$ cat config.mk
export PLATFORM = sky130hd
export DESIGN_NAME = mac_rx_stats_mon_flat
export DESIGN_NICKNAME = d
export VERILOG_FILES = /design/src/rtl/mac_mon_pkg.sv /design/src/rtl/mac_rx_stats_mon_if.sv /design/src/rtl/mac_stat_cnt.sv /design/src/rtl/mac_rx_stats_mon.sv /design/src/flat_wrapper.sv
export SDC_FILE = /design/constraint.sdc
export NUM_CORES = 1
export LEC_CHECK = 0
export BUFFER_PORTS_ARGS = -buffer_cell sky130_fd_sc_hd__buf_2
export CAP_MARGIN = 40
export CORE_ASPECT_RATIO = 1.25
export CORE_MARGIN = 5
export CORE_UTILIZATION = 57
export CTS_BUF_LIST = sky130_fd_sc_hd__clkbuf_8
export DETAILED_ROUTE_END_ITERATION = 8
export GPL_ROUTABILITY_DRIVEN = 1
export PLACE_DENSITY_LB_ADDON = 0.1
export REMOVE_ABC_BUFFERS = 1
export SYNTH_ARGS = -nofsm -noshare
export SYNTH_HDL_FRONTEND = slang
export SYNTH_SLANG_ARGS = --single-unit
$ cat constraint.sdc
create_clock -name clk156 -period 3.4 [get_ports clk156]
set_input_delay 0.68 -clock clk156 [delete_from_list [all_inputs] [get_ports clk156]]
set_output_delay 0.68 -clock clk156 [all_outputs]
set_load 0.03 [all_outputs]
$ cat src/rtl/mac_mon_pkg.sv
// mac_mon_pkg: shared definitions for the MAC RX statistics monitor.
// Holds the counter index map, frame-length bin boundaries and the
// statistics-vector field positions used by every file of the block.
package mac_mon_pkg;

    // Statistics vector layout
    localparam int STATS_VEC_W   = 29;
    localparam int STATS_OK_BIT  = 0;
    localparam int STATS_LEN_LSB = 5;
    localparam int STATS_LEN_MSB = 18;
    localparam int STATS_LEN_W   = STATS_LEN_MSB - STATS_LEN_LSB + 1;

    // Counter index map
    localparam int CNT_GOOD         = 0;
    localparam int CNT_BAD          = 1;
    localparam int CNT_STATS        = 2;
    localparam int CNT_BYTES        = 3;
    localparam int CNT_BIN_LE64     = 4;
    localparam int CNT_BIN_65_127   = 5;
    localparam int CNT_BIN_128_255  = 6;
    localparam int CNT_BIN_256_511  = 7;
    localparam int CNT_BIN_512_1023 = 8;
    localparam int CNT_BIN_1024_MAX = 9;
    localparam int CNT_BIN_OVER_MAX = 10;

    localparam int NUM_CNT_BASE = 4;
    localparam int NUM_CNT_HIST = 11;
    localparam int RD_SEL_W     = 4;

    // Upper bound (inclusive) of each length bin
    localparam int BIN_MAX_64   = 64;
    localparam int BIN_MAX_127  = 127;
    localparam int BIN_MAX_255  = 255;
    localparam int BIN_MAX_511  = 511;
    localparam int BIN_MAX_1023 = 1023;
    localparam int BIN_MAX_1518 = 1518;

    typedef logic [STATS_LEN_W-1:0] frame_len_t;

    typedef struct packed {
        logic       ok;
        frame_len_t len;
    } stats_fields_t;

    // Map a frame length to its histogram counter index
    function automatic int len_bin(input frame_len_t len);
        if (len <= frame_len_t'(BIN_MAX_64))   return CNT_BIN_LE64;
        if (len <= frame_len_t'(BIN_MAX_127))  return CNT_BIN_65_127;
        if (len <= frame_len_t'(BIN_MAX_255))  return CNT_BIN_128_255;
        if (len <= frame_len_t'(BIN_MAX_511))  return CNT_BIN_256_511;
        if (len <= frame_len_t'(BIN_MAX_1023)) return CNT_BIN_512_1023;
        if (len <= frame_len_t'(BIN_MAX_1518)) return CNT_BIN_1024_MAX;
        return CNT_BIN_OVER_MAX;
    endfunction

endpackage

$ cat src/rtl/mac_rx_stats_mon_if.sv
// mac_rx_stats_mon_if: MAC RX event inputs plus the snapshot/readout bus.
// master = MAC/host side driving events and reads; slave = the monitor.
interface mac_rx_stats_mon_if #(
    parameter int CNT_W = 32
);
    import mac_mon_pkg::*;

    logic                   mon_en;
    logic                   rx_good_frame;
    logic                   rx_bad_frame;
    logic [STATS_VEC_W-1:0] rx_statistics_vector;
    logic                   rx_statistics_valid;
    logic                   snap_req;
    logic                   snap_done;
    logic [RD_SEL_W-1:0]    rd_sel;
    logic [CNT_W-1:0]       rd_data;

    modport master (
        output mon_en, rx_good_frame, rx_bad_frame,
        output rx_statistics_vector, rx_statistics_valid,
        output snap_req, rd_sel,
        input  snap_done, rd_data
    );

    modport slave (
        input  mon_en, rx_good_frame, rx_bad_frame,
        input  rx_statistics_vector, rx_statistics_valid,
        input  snap_req, rd_sel,
        output snap_done, rd_data
    );

endinterface

$ cat src/rtl/mac_stat_cnt.sv
// mac_stat_cnt: one statistics counter. Adds inc_amt when inc_en is set,
// either saturating at all-ones or wrapping. clr zeroes the old value in the
// same cycle so a coincident increment still lands in the cleared counter.
module mac_stat_cnt #(
    parameter int CNT_W    = 32,
    parameter int SATURATE = 1
) (
    input  logic             clk156,
    input  logic             reset,
    input  logic             inc_en,
    input  logic [CNT_W-1:0] inc_amt,
    input  logic             clr,
    output logic [CNT_W-1:0] cnt
);

    // Add with carry-out; clamp to all-ones on overflow when saturating
    function automatic logic [CNT_W-1:0] sat_add(input logic [CNT_W-1:0] a,
                                                 input logic [CNT_W-1:0] b);
        logic [CNT_W:0] sum;
        sum = {1'b0, a} + {1'b0, b};
        if ((SATURATE != 0) && sum[CNT_W]) return '1;
        return sum[CNT_W-1:0];
    endfunction

    logic [CNT_W-1:0] base_p0;
    logic [CNT_W-1:0] next_p0;

    // Next value: optional clear first, then the increment on top of it
    always_comb begin
        base_p0 = clr ? '0 : cnt;
        next_p0 = inc_en ? sat_add(base_p0, inc_amt) : base_p0;
    end

    // Counter register
    always_ff @(posedge clk156) begin
        if (reset) begin
            cnt <= '0;
        end else begin
            cnt <= next_p0;
        end
    end

endmodule

$ cat src/rtl/mac_rx_stats_mon.sv
// mac_rx_stats_mon: MAC RX statistics monitor. Live counters for good/bad
// frames, stats-vector events and good bytes; snap_req copies them into
// shadow registers that are read back through rd_sel/rd_data.
// Build option: define MAC_RX_STATS_LEN_HIST_EN to add the frame-length
// histogram counters 4..10; without it those indices read as 0.
module mac_rx_stats_mon
    import mac_mon_pkg::*;
#(
    parameter int CNT_W       = 32,
    parameter int SATURATE    = 1,
    parameter int CLR_ON_SNAP = 0
) (
    input  logic              clk156,
    input  logic              reset,
    mac_rx_stats_mon_if.slave bus
);

`ifdef MAC_RX_STATS_LEN_HIST_EN
    localparam int NUM_CNT = NUM_CNT_HIST;
`else
    localparam int NUM_CNT = NUM_CNT_BASE;
`endif

    stats_fields_t      stats_p0;
    logic               good_stats_p0;
    logic               snap_p0;
    logic               clr_p0;
    logic [NUM_CNT-1:0] inc_en_p0;
    logic [CNT_W-1:0]   inc_amt_p0 [NUM_CNT];
    logic [CNT_W-1:0]   live_p0    [NUM_CNT];
    logic [CNT_W-1:0]   shadow_p1  [NUM_CNT];
    logic               vld_p1;
    logic [CNT_W-1:0]   rd_mux_p1;
    logic [CNT_W-1:0]   rd_data_p2;
    logic               unused_stat_bits;

    // ---- stage p0: event decode and live counters ----
    assign stats_p0.ok    = bus.rx_statistics_vector[STATS_OK_BIT];
    assign stats_p0.len   = bus.rx_statistics_vector[STATS_LEN_MSB:STATS_LEN_LSB];
    assign good_stats_p0  = bus.rx_statistics_valid & stats_p0.ok;
    assign snap_p0        = bus.snap_req & ~reset;
    assign clr_p0         = snap_p0 & (CLR_ON_SNAP != 0);
    assign unused_stat_bits = ^{bus.rx_statistics_vector[STATS_VEC_W-1:STATS_LEN_MSB+1],
                                bus.rx_statistics_vector[STATS_LEN_LSB-1:STATS_OK_BIT+1]};

    // Per-counter increment enable and amount, gated by mon_en
    always_comb begin
        inc_en_p0 = '0;
        for (int i = 0; i < NUM_CNT; i++) begin
            inc_amt_p0[i] = CNT_W'(1);
        end
        inc_en_p0[CNT_GOOD]   = bus.rx_good_frame;
        inc_en_p0[CNT_BAD]    = bus.rx_bad_frame;
        inc_en_p0[CNT_STATS]  = bus.rx_statistics_valid;
        inc_en_p0[CNT_BYTES]  = good_stats_p0;
        inc_amt_p0[CNT_BYTES] = CNT_W'(stats_p0.len);
`ifdef MAC_RX_STATS_LEN_HIST_EN
        for (int b = CNT_BIN_LE64; b < NUM_CNT; b++) begin
            if (len_bin(stats_p0.len) == b) inc_en_p0[b] = good_stats_p0;
        end
`endif
        for (int i = 0; i < NUM_CNT; i++) begin
            inc_en_p0[i] = inc_en_p0[i] & bus.mon_en;
        end
    end

    for (genvar g = 0; g < NUM_CNT; g++) begin : g_cnt
        mac_stat_cnt #(
            .CNT_W    (CNT_W),
            .SATURATE (SATURATE)
        ) u_cnt (
            .clk156  (clk156),
            .reset   (reset),
            .inc_en  (inc_en_p0[g]),
            .inc_amt (inc_amt_p0[g]),
            .clr     (clr_p0),
            .cnt     (live_p0[g])
        );
    end

    // ---- stage p1: shadow snapshot and snap_done ----
    // Snapshot takes the live values as they were before this cycle's events
    always_ff @(posedge clk156) begin
        if (reset) begin
            vld_p1 <= 1'b0;
            for (int i = 0; i < NUM_CNT; i++) begin
                shadow_p1[i] <= '0;
            end
        end else begin
            vld_p1 <= bus.snap_req;
            if (bus.snap_req) begin
                for (int i = 0; i < NUM_CNT; i++) begin
                    shadow_p1[i] <= live_p0[i];
                end
            end
        end
    end

    // Shadow select; unbuilt or unmapped indices fall through to 0
    always_comb begin
        rd_mux_p1 = '0;
        for (int i = 0; i < NUM_CNT; i++) begin
            if (bus.rd_sel == RD_SEL_W'(i)) rd_mux_p1 = shadow_p1[i];
        end
    end

    // ---- stage p2: registered read data ----
    always_ff @(posedge clk156) begin
        if (reset) begin
            rd_data_p2 <= '0;
        end else begin
            rd_data_p2 <= rd_mux_p1;
        end
    end

    assign bus.snap_done = vld_p1;
    assign bus.rd_data   = rd_data_p2;

endmodule

$ cat src/flat_wrapper.sv
// flat-port wrapper written by rule: the top's interface ports become plain ports
module mac_rx_stats_mon_flat import mac_mon_pkg::*;
#(
    parameter int CNT_W       = 32,
    parameter int SATURATE    = 1,
    parameter int CLR_ON_SNAP = 0
)
  (clk156, reset, bus_mon_en, bus_rx_good_frame, bus_rx_bad_frame, bus_rx_statistics_vector, bus_rx_statistics_valid, bus_snap_req, bus_rd_sel, bus_snap_done, bus_rd_data);
  mac_rx_stats_mon_if #(.CNT_W(CNT_W)) bus_i ();
  input  logic clk156;
  input  logic reset;
  input wire logic [$bits(bus_i.mon_en)-1:0] bus_mon_en;
  input wire logic [$bits(bus_i.rx_good_frame)-1:0] bus_rx_good_frame;
  input wire logic [$bits(bus_i.rx_bad_frame)-1:0] bus_rx_bad_frame;
  input wire logic [$bits(bus_i.rx_statistics_vector)-1:0] bus_rx_statistics_vector;
  input wire logic [$bits(bus_i.rx_statistics_valid)-1:0] bus_rx_statistics_valid;
  input wire logic [$bits(bus_i.snap_req)-1:0] bus_snap_req;
  input wire logic [$bits(bus_i.rd_sel)-1:0] bus_rd_sel;
  output wire logic [$bits(bus_i.snap_done)-1:0] bus_snap_done;
  output wire logic [$bits(bus_i.rd_data)-1:0] bus_rd_data;
  assign bus_i.mon_en = bus_mon_en;
  assign bus_i.rx_good_frame = bus_rx_good_frame;
  assign bus_i.rx_bad_frame = bus_rx_bad_frame;
  assign bus_i.rx_statistics_vector = bus_rx_statistics_vector;
  assign bus_i.rx_statistics_valid = bus_rx_statistics_valid;
  assign bus_i.snap_req = bus_snap_req;
  assign bus_i.rd_sel = bus_rd_sel;
  assign bus_snap_done = bus_i.snap_done;
  assign bus_rd_data = bus_i.rd_data;
  mac_rx_stats_mon #(.CNT_W(CNT_W), .SATURATE(SATURATE), .CLR_ON_SNAP(CLR_ON_SNAP)) u_core (.clk156(clk156), .reset(reset), .bus(bus_i));
endmodule
==> flow_summary.ini, run 1 <==
[synth]
yosys_warnings = 0
synthTopCellsByArea = edfxtp_1 (29%), dfxtp_1 (25%), and2_1 (6.5%)
synth-edff-count = 128
syn_avg_cell_area_um2 = 10.05
ys_seq_area_frac = 0.5417
synth_top_area_frac = 0.2946
synth_cell_types = 68
ys.flop_type = dfxtp_1
syn_area_um2 = 13050
yosys.area.top_type = edfxtp_1
syn_inst = 1298
synthArstFlopShare = 0
yosys_register_bits = 289

[place]
io_buffers = 58
dp_slack_ns = 0.2440
gp_congestion = 0.9029
dp_hpwl_mm = 21.15
postPlaceCellArea_um2 = 13610

[clock_network]
cts.sinks = 289
tritoncts = yes
clk_pin_slew_ns = 0.06
numCtsBuffers = 44
cts_htree_levels = 2
post-cts-setup-buffers = 0
clk_latency_ns = 0.55
cts-resized-gates = 0
postCtsHoldBufs = 0
clockRootBuffer = clkbuf_8
clock_path_buffers = 3

[final_layout]
antenna_cells = 0
design_area_um2 = 14420
drive_above_1_share = 0.1324
nets = 1408
most-common-layout-cells = dfxtp_1 (161), nand2_1 (160), and2_1 (136)
syn_to_final_growth_pct = 10.55
final_common_cell = dfxtp_1

[route]
drtIter0Drc = 569
postRouteAntennaNets = 0
wl_mm = 30.84
viasPerCell = 5.708
vias = 9533
wl_per_cell_um = 18.46
firstDrtPassIters = 5
drc = 0

[pwr]
p_leak_nw = 5.579
comb_power_share = 0.058
p_switching_mw = 1.606
swShare = 0.2355
intPower_mw = 5.213
p_clk_frac = 0.390
ir_worst_vdd_v = 0.0003229
power.total_mw = 6.819
p_seq_frac = 0.552
cellPowerDensity_nw_per_um2 = 472.8

[floorplanning]
die_area_um2 = 26030
coreArea_um2 = 22810
pin_count = 73
dieWidth_um = 145.3
row_count = 62
die_h_um = 179.1
initial_core_util = 0.5720

[sta]
clock-skew-final_ns = 0.01721
layout_min_cycle_time_ns = 2.710
finalSetupViolations = 0
setup_ws_ns = 0.6904
slew_headroom = 0.4069
setup_tns_ns = 0
worstMarginPinSlew_ns = 0.8897
slew_viol_final = 0
hold_violations = 0
timing.fmax_ghz = 0.3691
min_period_over_period = 0.7970
rsz0062_at_grt = false

[global_routing]
grt_pass1_vias = 9309
overflow = 0
antenna_found_initial = 0
grt_first_pass_wirelength_mm = 49.11
grt_max_degree = 155
track_usage = 0.2339

[critical_path]
crit_chain = ha_1 -> fa_1 -> a211oi_1 -> o21a_1 -> a2111oi_4 -> o31ai_1 -> nor2_1 -> nor2_1 -> buf_4 -> a211oi_1
critPathCaptureType = flop
critical_path_arrival_ns = 3.09
worstPathBufferInverterCount = 1
cp-startpoint = u_core.g_cnt[3].u_cnt.cnt[0]$_SDFFE_PP0P_
worstSetupStartpointType = flop
cp_slowest_cell = fa_1
r2r_start = u_core.g_cnt[3].u_cnt.cnt[0]$_SDFFE_PP0P_
path_delay_family = compound AO/OA/AOI/OAI gates
cp.required_ns = 3.78
path_max_fanout = 14
crit_type = reg -> reg
max_stage_delay_ns = 0.42

[run]
cap_violations = 0

[hold_path]
min_from = reset
min_path_type = in -> reg

[run_status]
status = finished clean
-- flip-flops by register name, summed over array words and instances (netlist names) --
signal                  cells
u_core.g_cnt.u_cnt.cnt    128
u_core.bus.snap_done        1
u_core.shadow_p1          128
u_core.bus.rd_data         32
-- cells in the mapped netlist, types with 12 or more instances --
| cell | n |
|---|---|
| nand2_1 | 160 |
| dfxtp_1 | 161 |
| o21ai_0 | 80 |
| clkbuf_1 | 55 |
| a21oi_2 | 20 |
| xor2_1 | 48 |
| nand4_1 | 19 |
| a211oi_1 | 21 |
| a21oi_1 | 114 |
| and2_1 | 136 |
| inv_1 | 12 |
| ha_1 | 17 |
| nand3_1 | 44 |
| xnor2_1 | 32 |
| and4_1 | 16 |
| and3_1 | 27 |
| nor2_1 | 72 |
| nor3_1 | 18 |
| edfxtp_1 | 128 |
-- worst paths after layout --
path                                           endpoint  slack (ns)  cells after the start
min           u_core.g_cnt[3].u_cnt.cnt[0]$_SDFFE_PP0P_        0.39                      2
max reg2reg   u_core.g_cnt[3].u_cnt.cnt[3]$_SDFFE_PP0P_        0.69                     10
min reg2reg  u_core.g_cnt[1].u_cnt.cnt[23]$_SDFFE_PP0P_        0.48                      1
max           u_core.g_cnt[3].u_cnt.cnt[3]$_SDFFE_PP0P_        0.69                     10
-- per-layer routing --
metal | vias to the layer above | part of all wire | track usage
li1 | 4700 | - | -
met1 | 4569 | 0.42 | 0.2892
met2 | 197 | 0.50 | 0.4121
met3 | 67 | 0.050 | 0.04905
met4 | 0 | 0.027 | 0.07426
met5 | - | 0 | 0
-- power groups by stage --
stage          Clock, mW  Combinational (mW)  Sequential, mW
2_1_floorplan          0               0.197            3.85
3_3_place_gp           0               0.394            3.83
3_5_place_dp           0               0.399            3.83
4_1_cts             2.72               0.401            3.76
5_1_grt             2.88               0.435            3.77
6_report            2.66               0.398            3.76
-- cells by family after synthesis --
logic type,Yosys count,share of synthesized area
XOR/XNOR,80,0.05371
AND/OR/NAND/NOR,530,0.2139
buffers and inverters,85,0.02906
multiplexers,9,0.006905
flip-flops,289,0.5417
adder cells (fa/ha/maj),18,0.01784
AO/OA/AOI/OAI,287,0.1370
-- cell type report --
class | instances | area [um2]
fill | 1966 | 8384
sequential | 289 | 7067
multi-input combinational | 924 | 5637
clock buffer | 48 | 660.6
timing repair buffer | 79 | 504.2
tap | 288 | 360.3
clock inverter | 30 | 148.9
inverter | 12 | 45.04
-- per-stage QoR --
stage,hold slack [ns],utilization,std cells
2_1_floorplan,0.4445,-,1225
3_3_place_gp,0.4554,0.5969,1592
3_5_place_dp,0.4661,0.5969,1592
4_1_cts,0.3653,0.6324,1670
5_1_grt,0.3647,0.6324,1670
6_report,0.3891,0.6324,1670
Note: power is estimated with default switching activity, not from simulation.
==> inputs of run 2 (changes only) <==
- clock period: 3.4 -> 2.3 ns (I/O delays scaled with it)
==> run 2 against run 1 <==
Against the previous run:
- the flow now finishes with violations (setup timing)
- sequential power grew 48%
- sequential share of layout area shrank 2.7 points
- first-iteration DRC count grew 18%
- sequential cell count is the same
- clock skew grew 0.022 ns
- worst hold slack lost 0.035 ns
- clock power grew 50%
- worst setup slack lost 0.77 ns
==> flow_summary.ini, run 2 (synthesis results as in run 1) <==
[route]
drtIter0Drc = 669
wl_per_cell_um = 18.20
wl_mm = 32.07
drc = 0
postRouteAntennaNets = 0
firstDrtPassIters = 5
viasPerCell = 5.627
vias = 9915

[critical_path]
worstSetupStartpointType = flop
critPathCaptureType = flop
crit_type = reg -> reg
crit_chain = ha_4 -> fa_2 -> a211oi_2 -> o21a_1 -> a2111oi_4 -> o311ai_2 -> buf_4 -> nand4_1 -> o22ai_1 -> nor2_1
cp.required_ns = 2.71
path_max_fanout = 6
max_stage_delay_ns = 0.35
path_delay_family = compound AO/OA/AOI/OAI gates
cp_slowest_cell = fa_2
worstPathBufferInverterCount = 1
critical_path_arrival_ns = 2.79

[clock_network]
cts_htree_levels = 2
clk_pin_slew_ns = 0.06
clk_latency_ns = 0.57
clock_path_buffers = 3
tritoncts = yes
cts.sinks = 289
clockRootBuffer = clkbuf_8
numCtsBuffers = 44

[pwr]
p_clk_frac = 0.390
cellPowerDensity_nw_per_um2 = 670.4
swShare = 0.2391
p_leak_nw = 6.022
p_seq_frac = 0.543
p_switching_mw = 2.449
ir_worst_vdd_v = 0.0003912
intPower_mw = 7.794
comb_power_share = 0.068

[sta]
worstMarginPinSlew_ns = 0.6203
layout_min_cycle_time_ns = 2.378
slew_viol_final = 0
finalSetupViolations = 22
clock-skew-final_ns = 0.03928
setup_ws_ns = -0.07756
worst_hold_slack_ns = 0.3538
hold_violations = 0
min_period_over_period = 1.034
timing.fmax_ghz = 0.4206
rsz0062_at_grt = true
slew_headroom = 0.5858

[run_status]
status = finished, violations left
failed_checks = setup timing

[final_layout]
most-common-layout-cells = nand2_1 (160), dfxtp_1 (158), and2_1 (136)
syn_to_final_growth_pct = 17.11
multi_input_area_um2 = 5767
instances_no_fill = 1762
antenna_cells = 0
drive_above_1_share = 0.1940
nets = 1497
final_common_cell = nand2_1
fill_cells = 1864
seq_area_um2 = 7071

[global_routing]
antenna_found_initial = 0
track_usage = 0.2416
grt_first_pass_wirelength_mm = 50.89
grt_max_degree = 130
grt_pass1_vias = 9690
overflow = 0

[run]
cap_violations = 0

[place]
io_buffers = 58
dp.cells = 1673
dp_slack_ns = -0.5258
gp_congestion = 0.9454
dp_hpwl_mm = 22.37

[floorplanning]
initial_core_util = 0.5720
dieWidth_um = 145.3
pin_count = 73
coreArea_um2 = 22810
row_count = 62
die_area_um2 = 26030
die_h_um = 179.1

[hold_path]
min_path_type = in -> reg
-- run 2: final timing paths --
| kind | startpoint | to | slack (ns) | cells past startpoint |
|---|---|---|---|---|
| setup / recovery | u_core.g_cnt[3].u_cnt.cnt[0]$_SDFFE_PP0P_ | u_core.g_cnt[3].u_cnt.cnt[21]$_SDFFE_PP0P_ | -0.08 | 10 |
| hold / removal | bus_rd_sel[3] | u_core.bus.rd_data[24]$_SDFF_PP0_ | 0.35 | 4 |
| setup reg to reg | u_core.g_cnt[3].u_cnt.cnt[0]$_SDFFE_PP0P_ | u_core.g_cnt[3].u_cnt.cnt[21]$_SDFFE_PP0P_ | -0.08 | 10 |
| hold reg to reg | u_core.shadow_p1[3][27]$_SDFFCE_PN0P_ | u_core.bus.rd_data[27]$_SDFF_PP0_ | 0.47 | 2 |
-- run 2: repair_timing --
item,4_1_cts,5_1_grt
hold buffers,0,0
setup buffers,4,4
endpoints found under the setup margin,32,32
pin swaps,9,9
resized for setup,12,18
cloned,1,0
-- run 2: stage by stage --
| step | TNS (ns) | total power, mW | instance area [um2] | utilization |
|---|---|---|---|---|
| 6_report | -0.4713 | 10.24 | 15280 | 0.6699 |
| 3_5_place_dp | -14.39 | 6.332 | 14250 | 0.6246 |
| 2_1_floorplan | -235.34 | 5.982 | 12710 | - |
| 3_3_place_gp | -13.70 | 6.319 | 14250 | 0.6246 |
| 5_1_grt | -2.799 | 10.64 | 15280 | 0.6699 |
| 4_1_cts | -1.954 | 10.31 | 15160 | 0.6649 |
-- run 2: per-layer routing --
layer | vias to the layer above | wire length [um] | global-route usage | part of all wire
li1 | 4873 | - | - | -
met1 | 4765 | 13450 | 0.3007 | 0.42
met2 | 216 | 16090 | 0.4221 | 0.50
met3 | 61 | 1496 | 0.04501 | 0.047
met4 | 0 | 1029 | 0.08826 | 0.032
met5 | - | 0 | 0 | 0
-- run 2: cell type report --
cell class,instances,share of cell area
clock inverters,33,0.01065
clock buffers,48,0.04324
multi-input cells,924,0.3774
repair buffers,168,0.07935
well taps,288,0.02359
flip-flops and latches,289,0.4628
inverters,12,0.002948
-- run 2: worst register-to-register path, cell delays in order (launching register included) --
cell and delay [ns]:
dfxtp_2 0.33, ha_4 0.16, fa_2 0.35, a211oi_2 0.26
o21a_1 0.22, a2111oi_4 0.12, o311ai_2 0.32, buf_4 0.21
nand4_1 0.09, o22ai_1 0.14, nor2_1 0.05
-- run 2: power by group through the flow --
stage | logic [mW] | clock network, mW | registers [mW]
detailed placement | 0.665 | 0 | 5.67
CTS | 0.679 | 4.07 | 5.56
finish | 0.693 | 3.99 | 5.56
global route | 0.755 | 4.31 | 5.57
global placement | 0.655 | 0 | 5.66
floorplan | 0.291 | 0 | 5.69
